$ cat config.mk
export PLATFORM = sky130hd
export DESIGN_NAME = bnn_layer_sequencer_flat
export DESIGN_NICKNAME = d
export VERILOG_FILES = /design/src/rtl/bnn_layer_sequencer_if.sv /design/src/rtl/bnn_layer_sequencer.sv /design/src/flat_wrapper.sv
export SDC_FILE = /design/constraint.sdc
export NUM_CORES = 1
export LEC_CHECK = 0
export CORE_MARGIN = 8
export CORE_UTILIZATION = 49
export DETAILED_ROUTE_END_ITERATION = 7
export PLACE_DENSITY_LB_ADDON = 0.08
export SLEW_MARGIN = 10
export SYNTH_ARGS = -nofsm -noshare
export SYNTH_HDL_FRONTEND = slang
export SYNTH_SLANG_ARGS = --single-unit
$ cat constraint.sdc
create_clock -name clk -period 3 [get_ports clk]
set_input_delay 0.3 -clock clk [delete_from_list [all_inputs] [get_ports clk]]
set_output_delay 0.3 -clock clk [all_outputs]
set_load 0.01 [all_outputs]
$ cat src/rtl/bnn_layer_sequencer_if.sv
// Handshake bundle between the layer sequencer and its surroundings:
// host start/busy, the three layer kick/done pairs, the a3 vector and
// the result valid/ready port with its error reporting.
interface bnn_layer_sequencer_if #(
    parameter int NUM_CLASSES = 10
);
    logic                   start;
    logic                   busy;
    logic                   l1_run_EN;
    logic                   l1_done;
    logic                   l2_run_EN;
    logic                   l2_done;
    logic                   l3_run_EN;
    logic                   l3_done;
    logic [NUM_CLASSES-1:0] a3;
    logic                   result_valid;
    logic                   result_ready;
    logic [3:0]             class_idx;
    logic [NUM_CLASSES-1:0] class_vec;
    logic                   no_match;
    logic                   multi_match;
    logic                   timeout_err;
    logic                   err_clr;

    // Sequencer side
    modport master (
        input  start, l1_done, l2_done, l3_done, a3, result_ready, err_clr,
        output busy, l1_run_EN, l2_run_EN, l3_run_EN, result_valid,
               class_idx, class_vec, no_match, multi_match, timeout_err
    );

    // Host / layer-block side
    modport slave (
        output start, l1_done, l2_done, l3_done, a3, result_ready, err_clr,
        input  busy, l1_run_EN, l2_run_EN, l3_run_EN, result_valid,
               class_idx, class_vec, no_match, multi_match, timeout_err
    );
endinterface

$ cat src/rtl/bnn_layer_sequencer.sv
// Schedules the three binarized layers in order, latches the final a3
// vector, reduces it to a class index and offers it on a valid/ready port.
// A per-layer watchdog traps a layer that never signals done.
module bnn_layer_sequencer #(
    parameter int NUM_CLASSES = 10,
    parameter int TIMEOUT     = 1023,
    parameter int TO_W        = 10
) (
    input  logic                  clk,
    input  logic                  rst,
    bnn_layer_sequencer_if.master bus
);

    typedef enum logic [3:0] {
        IDLE, K1, W1, K2, W2, K3, W3, DECIDE, HOLD, ERR
    } state_t;

    localparam logic [TO_W-1:0] TIMEOUT_C = TO_W'(TIMEOUT);

    state_t                 state_reg, state_next;
    logic [TO_W-1:0]        wd_reg, wd_next, wd_inc;
    logic                   done_cur;
    logic                   latch_a3;
    logic                   do_decide;

    logic [NUM_CLASSES-1:0] class_vec_reg;
    logic [3:0]             class_idx_reg;
    logic                   no_match_reg;
    logic                   multi_match_reg;

    logic [3:0]             pe_idx;
    logic                   pe_found;
    logic                   pe_multi;

    assign wd_inc = wd_reg + TO_W'(1);

    // State and watchdog registers
    always_ff @(posedge clk or posedge rst) begin
        if (rst) begin
            state_reg <= IDLE;
            wd_reg    <= '0;
        end else begin
            state_reg <= state_next;
            wd_reg    <= wd_next;
        end
    end

    // Next-state, watchdog and datapath strobes
    always_comb begin
        state_next = state_reg;
        wd_next    = wd_reg;
        latch_a3   = 1'b0;
        do_decide  = 1'b0;
        // Only the done of the layer currently being waited on counts
        done_cur   = ((state_reg == W1) && bus.l1_done) ||
                     ((state_reg == W2) && bus.l2_done) ||
                     ((state_reg == W3) && bus.l3_done);
        case (state_reg)
            IDLE: begin
                if (bus.start) state_next = K1;
            end
            K1: begin
                wd_next    = '0;
                state_next = W1;
            end
            K2: begin
                wd_next    = '0;
                state_next = W2;
            end
            K3: begin
                wd_next    = '0;
                state_next = W3;
            end
            W1, W2, W3: begin
                if (done_cur) begin
                    // done on the final allowed cycle still advances normally
                    case (state_reg)
                        W1:      state_next = K2;
                        W2:      state_next = K3;
                        default: begin
                            state_next = DECIDE;
                            latch_a3   = 1'b1;
                        end
                    endcase
                end else begin
                    wd_next = wd_inc;
                    // Trap once TIMEOUT cycles have been spent waiting
                    if (wd_inc == TIMEOUT_C) state_next = ERR;
                end
            end
            DECIDE: begin
                do_decide  = 1'b1;
                state_next = HOLD;
            end
            HOLD: begin
                if (bus.result_ready) state_next = IDLE;
            end
            ERR: begin
                if (bus.err_clr) state_next = IDLE;
            end
            default: state_next = IDLE;
        endcase
    end

    // MSB-first priority encode of the latched vector, plus >=2-bits detect
    always_comb begin
        pe_idx   = 4'hF;
        pe_found = 1'b0;
        pe_multi = 1'b0;
        for (int i = NUM_CLASSES - 1; i >= 0; i--) begin
            if (class_vec_reg[i]) begin
                if (pe_found) pe_multi = 1'b1;
                else          pe_idx   = 4'(NUM_CLASSES - 1 - i);
                pe_found = 1'b1;
            end
        end
    end

    // Result registers; previous result persists until the next DECIDE
    always_ff @(posedge clk or posedge rst) begin
        if (rst) begin
            class_vec_reg   <= '0;
            class_idx_reg   <= 4'hF;
            no_match_reg    <= 1'b0;
            multi_match_reg <= 1'b0;
        end else begin
            if (latch_a3) class_vec_reg <= bus.a3;
            if (do_decide) begin
                class_idx_reg   <= pe_idx;
                no_match_reg    <= ~pe_found;
                multi_match_reg <= pe_multi;
            end
        end
    end

    // Status and kick outputs decode straight from the state register
    assign bus.busy         = (state_reg != IDLE);
    assign bus.l1_run_EN    = (state_reg == K1);
    assign bus.l2_run_EN    = (state_reg == K2);
    assign bus.l3_run_EN    = (state_reg == K3);
    assign bus.result_valid = (state_reg == HOLD);
    assign bus.timeout_err  = (state_reg == ERR);
    assign bus.class_idx    = class_idx_reg;
    assign bus.class_vec    = class_vec_reg;
    assign bus.no_match     = no_match_reg;
    assign bus.multi_match  = multi_match_reg;

endmodule

$ cat src/flat_wrapper.sv
// flat-port wrapper written by rule: the top's interface ports become plain ports
module bnn_layer_sequencer_flat 
#(
    parameter int NUM_CLASSES = 10,
    parameter int TIMEOUT     = 1023,
    parameter int TO_W        = 10
)
  (clk, rst, bus_start, bus_l1_done, bus_l2_done, bus_l3_done, bus_a3, bus_result_ready, bus_err_clr, bus_busy, bus_l1_run_EN, bus_l2_run_EN, bus_l3_run_EN, bus_result_valid, bus_class_idx, bus_class_vec, bus_no_match, bus_multi_match, bus_timeout_err);
  bnn_layer_sequencer_if #(.NUM_CLASSES(NUM_CLASSES)) bus_i ();
  input  logic clk;
  input  logic rst;
  input wire logic [$bits(bus_i.start)-1:0] bus_start;
  input wire logic [$bits(bus_i.l1_done)-1:0] bus_l1_done;
  input wire logic [$bits(bus_i.l2_done)-1:0] bus_l2_done;
  input wire logic [$bits(bus_i.l3_done)-1:0] bus_l3_done;
  input wire logic [$bits(bus_i.a3)-1:0] bus_a3;
  input wire logic [$bits(bus_i.result_ready)-1:0] bus_result_ready;
  input wire logic [$bits(bus_i.err_clr)-1:0] bus_err_clr;
  output wire logic [$bits(bus_i.busy)-1:0] bus_busy;
  output wire logic [$bits(bus_i.l1_run_EN)-1:0] bus_l1_run_EN;
  output wire logic [$bits(bus_i.l2_run_EN)-1:0] bus_l2_run_EN;
  output wire logic [$bits(bus_i.l3_run_EN)-1:0] bus_l3_run_EN;
  output wire logic [$bits(bus_i.result_valid)-1:0] bus_result_valid;
  output wire logic [$bits(bus_i.class_idx)-1:0] bus_class_idx;
  output wire logic [$bits(bus_i.class_vec)-1:0] bus_class_vec;
  output wire logic [$bits(bus_i.no_match)-1:0] bus_no_match;
  output wire logic [$bits(bus_i.multi_match)-1:0] bus_multi_match;
  output wire logic [$bits(bus_i.timeout_err)-1:0] bus_timeout_err;
  assign bus_i.start = bus_start;
  assign bus_i.l1_done = bus_l1_done;
  assign bus_i.l2_done = bus_l2_done;
  assign bus_i.l3_done = bus_l3_done;
  assign bus_i.a3 = bus_a3;
  assign bus_i.result_ready = bus_result_ready;
  assign bus_i.err_clr = bus_err_clr;
  assign bus_busy = bus_i.busy;
  assign bus_l1_run_EN = bus_i.l1_run_EN;
  assign bus_l2_run_EN = bus_i.l2_run_EN;
  assign bus_l3_run_EN = bus_i.l3_run_EN;
  assign bus_result_valid = bus_i.result_valid;
  assign bus_class_idx = bus_i.class_idx;
  assign bus_class_vec = bus_i.class_vec;
  assign bus_no_match = bus_i.no_match;
  assign bus_multi_match = bus_i.multi_match;
  assign bus_timeout_err = bus_i.timeout_err;
  bnn_layer_sequencer #(.NUM_CLASSES(NUM_CLASSES), .TIMEOUT(TIMEOUT), .TO_W(TO_W)) u_core (.clk(clk), .rst(rst), .bus(bus_i));
endmodule
==> metrics.md <==
| Metric | Value |
|---|---|
| Outcome | finished clean |
| First-pass GRT wire length | 6380 um |
| Synth Area in Compound Gates | 0.183 |
| Primary FF master, synth | dfrtp_1 |
| Core area | 3340 sq um |
| GP Congestion | 0.831 |
| Final ANT Viol Nets | 0 |
| H-tree depth | 2 |
| Overall die height | 75.0 um |
| Cell area after synthesis | 1700 sq um |
| PD cells | 901 nW/um^2 |
| Port Buffers | 39 |
| Final hold slack | 306 ps |
| Worst rel slew slack | 0.624 |
| Comb power frac | 0.453 |
| Power, Total | 2.00 mW |
| Initial core utilization | 0.510 |
| GRT Overall Usage | 0.150 |
| Final clock period utilization by the worst path | 0.805 |
| Worst-path clk slew | 100 ps |
| Top-count cell post-synth | dfrtp_1 |
| Total CTS buffers | 5 |
| Synth Area in Simple Gates | 0.219 |
| Largest net degree at the start of global routing | 20 |
| Hold-fix buffers at CTS | 0 |
| Least-Margin Pin Slew | 549 ps |
| Mapped Cells | 181 |
| Final min period | 2420 ps |
| Seq pwr share | 0.379 |
| 1st-iter DRT viols | 80 |
| Area delta synth->final | 30.4% |
| Synth Register Bits | 30 |
| Final setup fails | 0 |
| Setup Fix Bufs, Post-CTS | 0 |
| # Max-Cap Violations | 0 |
| Post-Synth Adder-Cell Area | 0.0272 |
| DRC | 0 |
| Commonest cells post-synth | dfrtp_1, nand2_1, o21ai_0 |
| Vias in the first global route | 1,361 |
| CTS tree | yes |
| Area share of the leading cell type in the synthesized netlist | 0.382 |
| Internal Dissipation | 1.25 mW |
| Crit path max fanout | 6 |
| Clock share of power | 0.168 |
| Die width | 75.0 um |
| Final hold vios | 0 |
| Via density | 5.68 |
| Syn_area_per_cell | 9.41 sq um |
| Hpwl dp | 3040 um |
| Crit Path Category | flip-flop to flip-flop |
| Clk sinks | 30 |
| Die area | 5620 sq um |
| Grt ovf | 0 |
| Worst setup SP type | flip-flop |
| YS warnings | 0 |
| Synth top area cells | dfrtp_1, mux2_2, dfstp_2 |
| Largest family of logic cells by synthesized area | simple AND/OR/NAND/NOR gates |
| Largest area contributor in the netlist | dfrtp_1 |
| Num rows | 21 |
| Register area share after synthesis | 0.444 |
| Post-synthesis mux area share | 0.0779 |
| Peak Freq | 414 MHz |
| Fin nets | 241 |
| Net Switching | 0.753 mW |
| Setup TNS | 0 ps |
| Cts repair resizes | 0 |
| Initial antenna violation count | 0 |
| Routed vias | 1,523 |
| Distinct cells, synth | 44 |
| Clock skew | 13.1 ps |
| Asr flop ratio synth | 1.00 |
| CP endpoint kind | flip-flop |
| Fin. max-slew vios | 0 |
| Top-Level Pins | 40 |
| Routed WL | 3980 um |
| WP data required | 3220 ps |
| 1st-pass router iterations | 4 |
| CTS Root Cell | clkbuf_4 |
| Switch share | 0.376 |
| Worst vdd ir | 0.000558 V |
| Leak | 0.909 nW |
| Mapped Nets | 201 |
| Number of synthesized flops with an enable pin | 0 |
| Filler cells | 279 |
| Critical Path AT | 2640 ps |
| Post-Synth XOR/XNOR Area | 0.0206 |
| Flop2flop setup slack | 580 ps |
| Unrepaired setup endpoints after global routing | false |
| Hold Path Class | primary input to asynchronous set/reset pin |
| Max Root-Sink Buffers | 2 |
| Diodes inserted | 0 |
| Drt wl/cell | 14.9 um |
| Clk Latency, worst-skew pair | 330 ps |
| Share of cells above drive strength 1 | 0.135 |
[power by group through the flow]
stage	Clock (mW)	Sequential, mW	Combinational (mW)
after floorplan	0	0.720	0.555
after global placement	0	0.746	0.896
after detailed placement	0	0.762	0.913
after CTS	0.346	0.754	0.916
after global routing	0.364	0.785	0.997
final	0.336	0.759	0.906
[cell families (layout without fill, tap and decap cells)]
logic type | Yosys count | in the layout
buffers and inverters | 13 | 54
AND/OR/NAND/NOR | 69 | 69
adder cells (fa/ha/maj) | 4 | 4
AO/OA/AOI/OAI | 49 | 49
XOR/XNOR | 4 | 4
multiplexers | 12 | 12
flip-flops | 30 | 30
[final cells by class]
type	instances	area (sq um)	share of cell area
multi-input combinational	138	898	0.405
clock buffer	7	55.1	0.0248
timing repair buffer	41	405	0.183
clock inverter	1	30.0	0.0135
sequential	30	756	0.340
inverter	5	18.8	0.00845
tap	46	57.6	0.0259
[critical path: stages (launching register included)]
cell and delay (ps):
dfrtp_1 440, or3_4 410, or2_4 260, or4b_4 550, maj3_2 320, o32a_1 320
[per-stage QoR]
| stage | area (sq um) | utilization | instances | worst slack (ps) |
|---|---|---|---|---|
| 3_5_place_dp | 2140 | 0.640 | 260 | 608 |
| 5_1_grt | 2220 | 0.666 | 268 | 400 |
| 6_report | 2220 | 0.666 | 268 | 584 |
| 3_3_place_gp | 2140 | 0.640 | 260 | 664 |
| 2_1_floorplan | 1700 | - | 181 | 647 |
| 4_1_cts | 2220 | 0.666 | 268 | 577 |
[layer usage]
metal | vias up | wire length [um] | global-route usage
met3 | 7 | 274 | 0.0466
met2 | 48 | 1820 | 0.227
li1 | 746 | - | -
met1 | 722 | 1800 | 0.181
met5 | - | 0 | 0
met4 | 0 | 89 | 0.0913
[cell usage in the layout (no fill, tap or decap), types with 3 or more instances in the layout]
cell type / instances
nor2b_1: 7
nand2b_1: 4
o21ai_0: 16
inv_1: 5
nand3_1: 6
clkdlybuf4s50_1: 39
nor2_1: 11
mux2_2: 10
o31ai_1: 8
dfstp_2: 4
clkbuf_4: 5
dfrtp_1: 26
xnor2_1: 3
a21o_1: 3
a21oi_1: 9
nor3_1: 8
nand2_1: 16
[worst paths after layout]
path	start	end	cells past startpoint
hold reg to reg	u_core.bus.class_idx[0]	u_core.bus.class_idx[0]	2
hold / removal	rst	u_core.wd_reg[6]	2
setup reg to reg	u_core.bus.class_vec[8]	u_core.bus.multi_match	5
max in group asynchronous	rst	u_core.bus.class_idx[3]	3
setup / recovery	u_core.bus.class_vec[8]	u_core.bus.multi_match	5
min in group clk	u_core.bus.class_idx[0]	u_core.bus.class_idx[0]	2
Power figures use the tool's default switching activity.
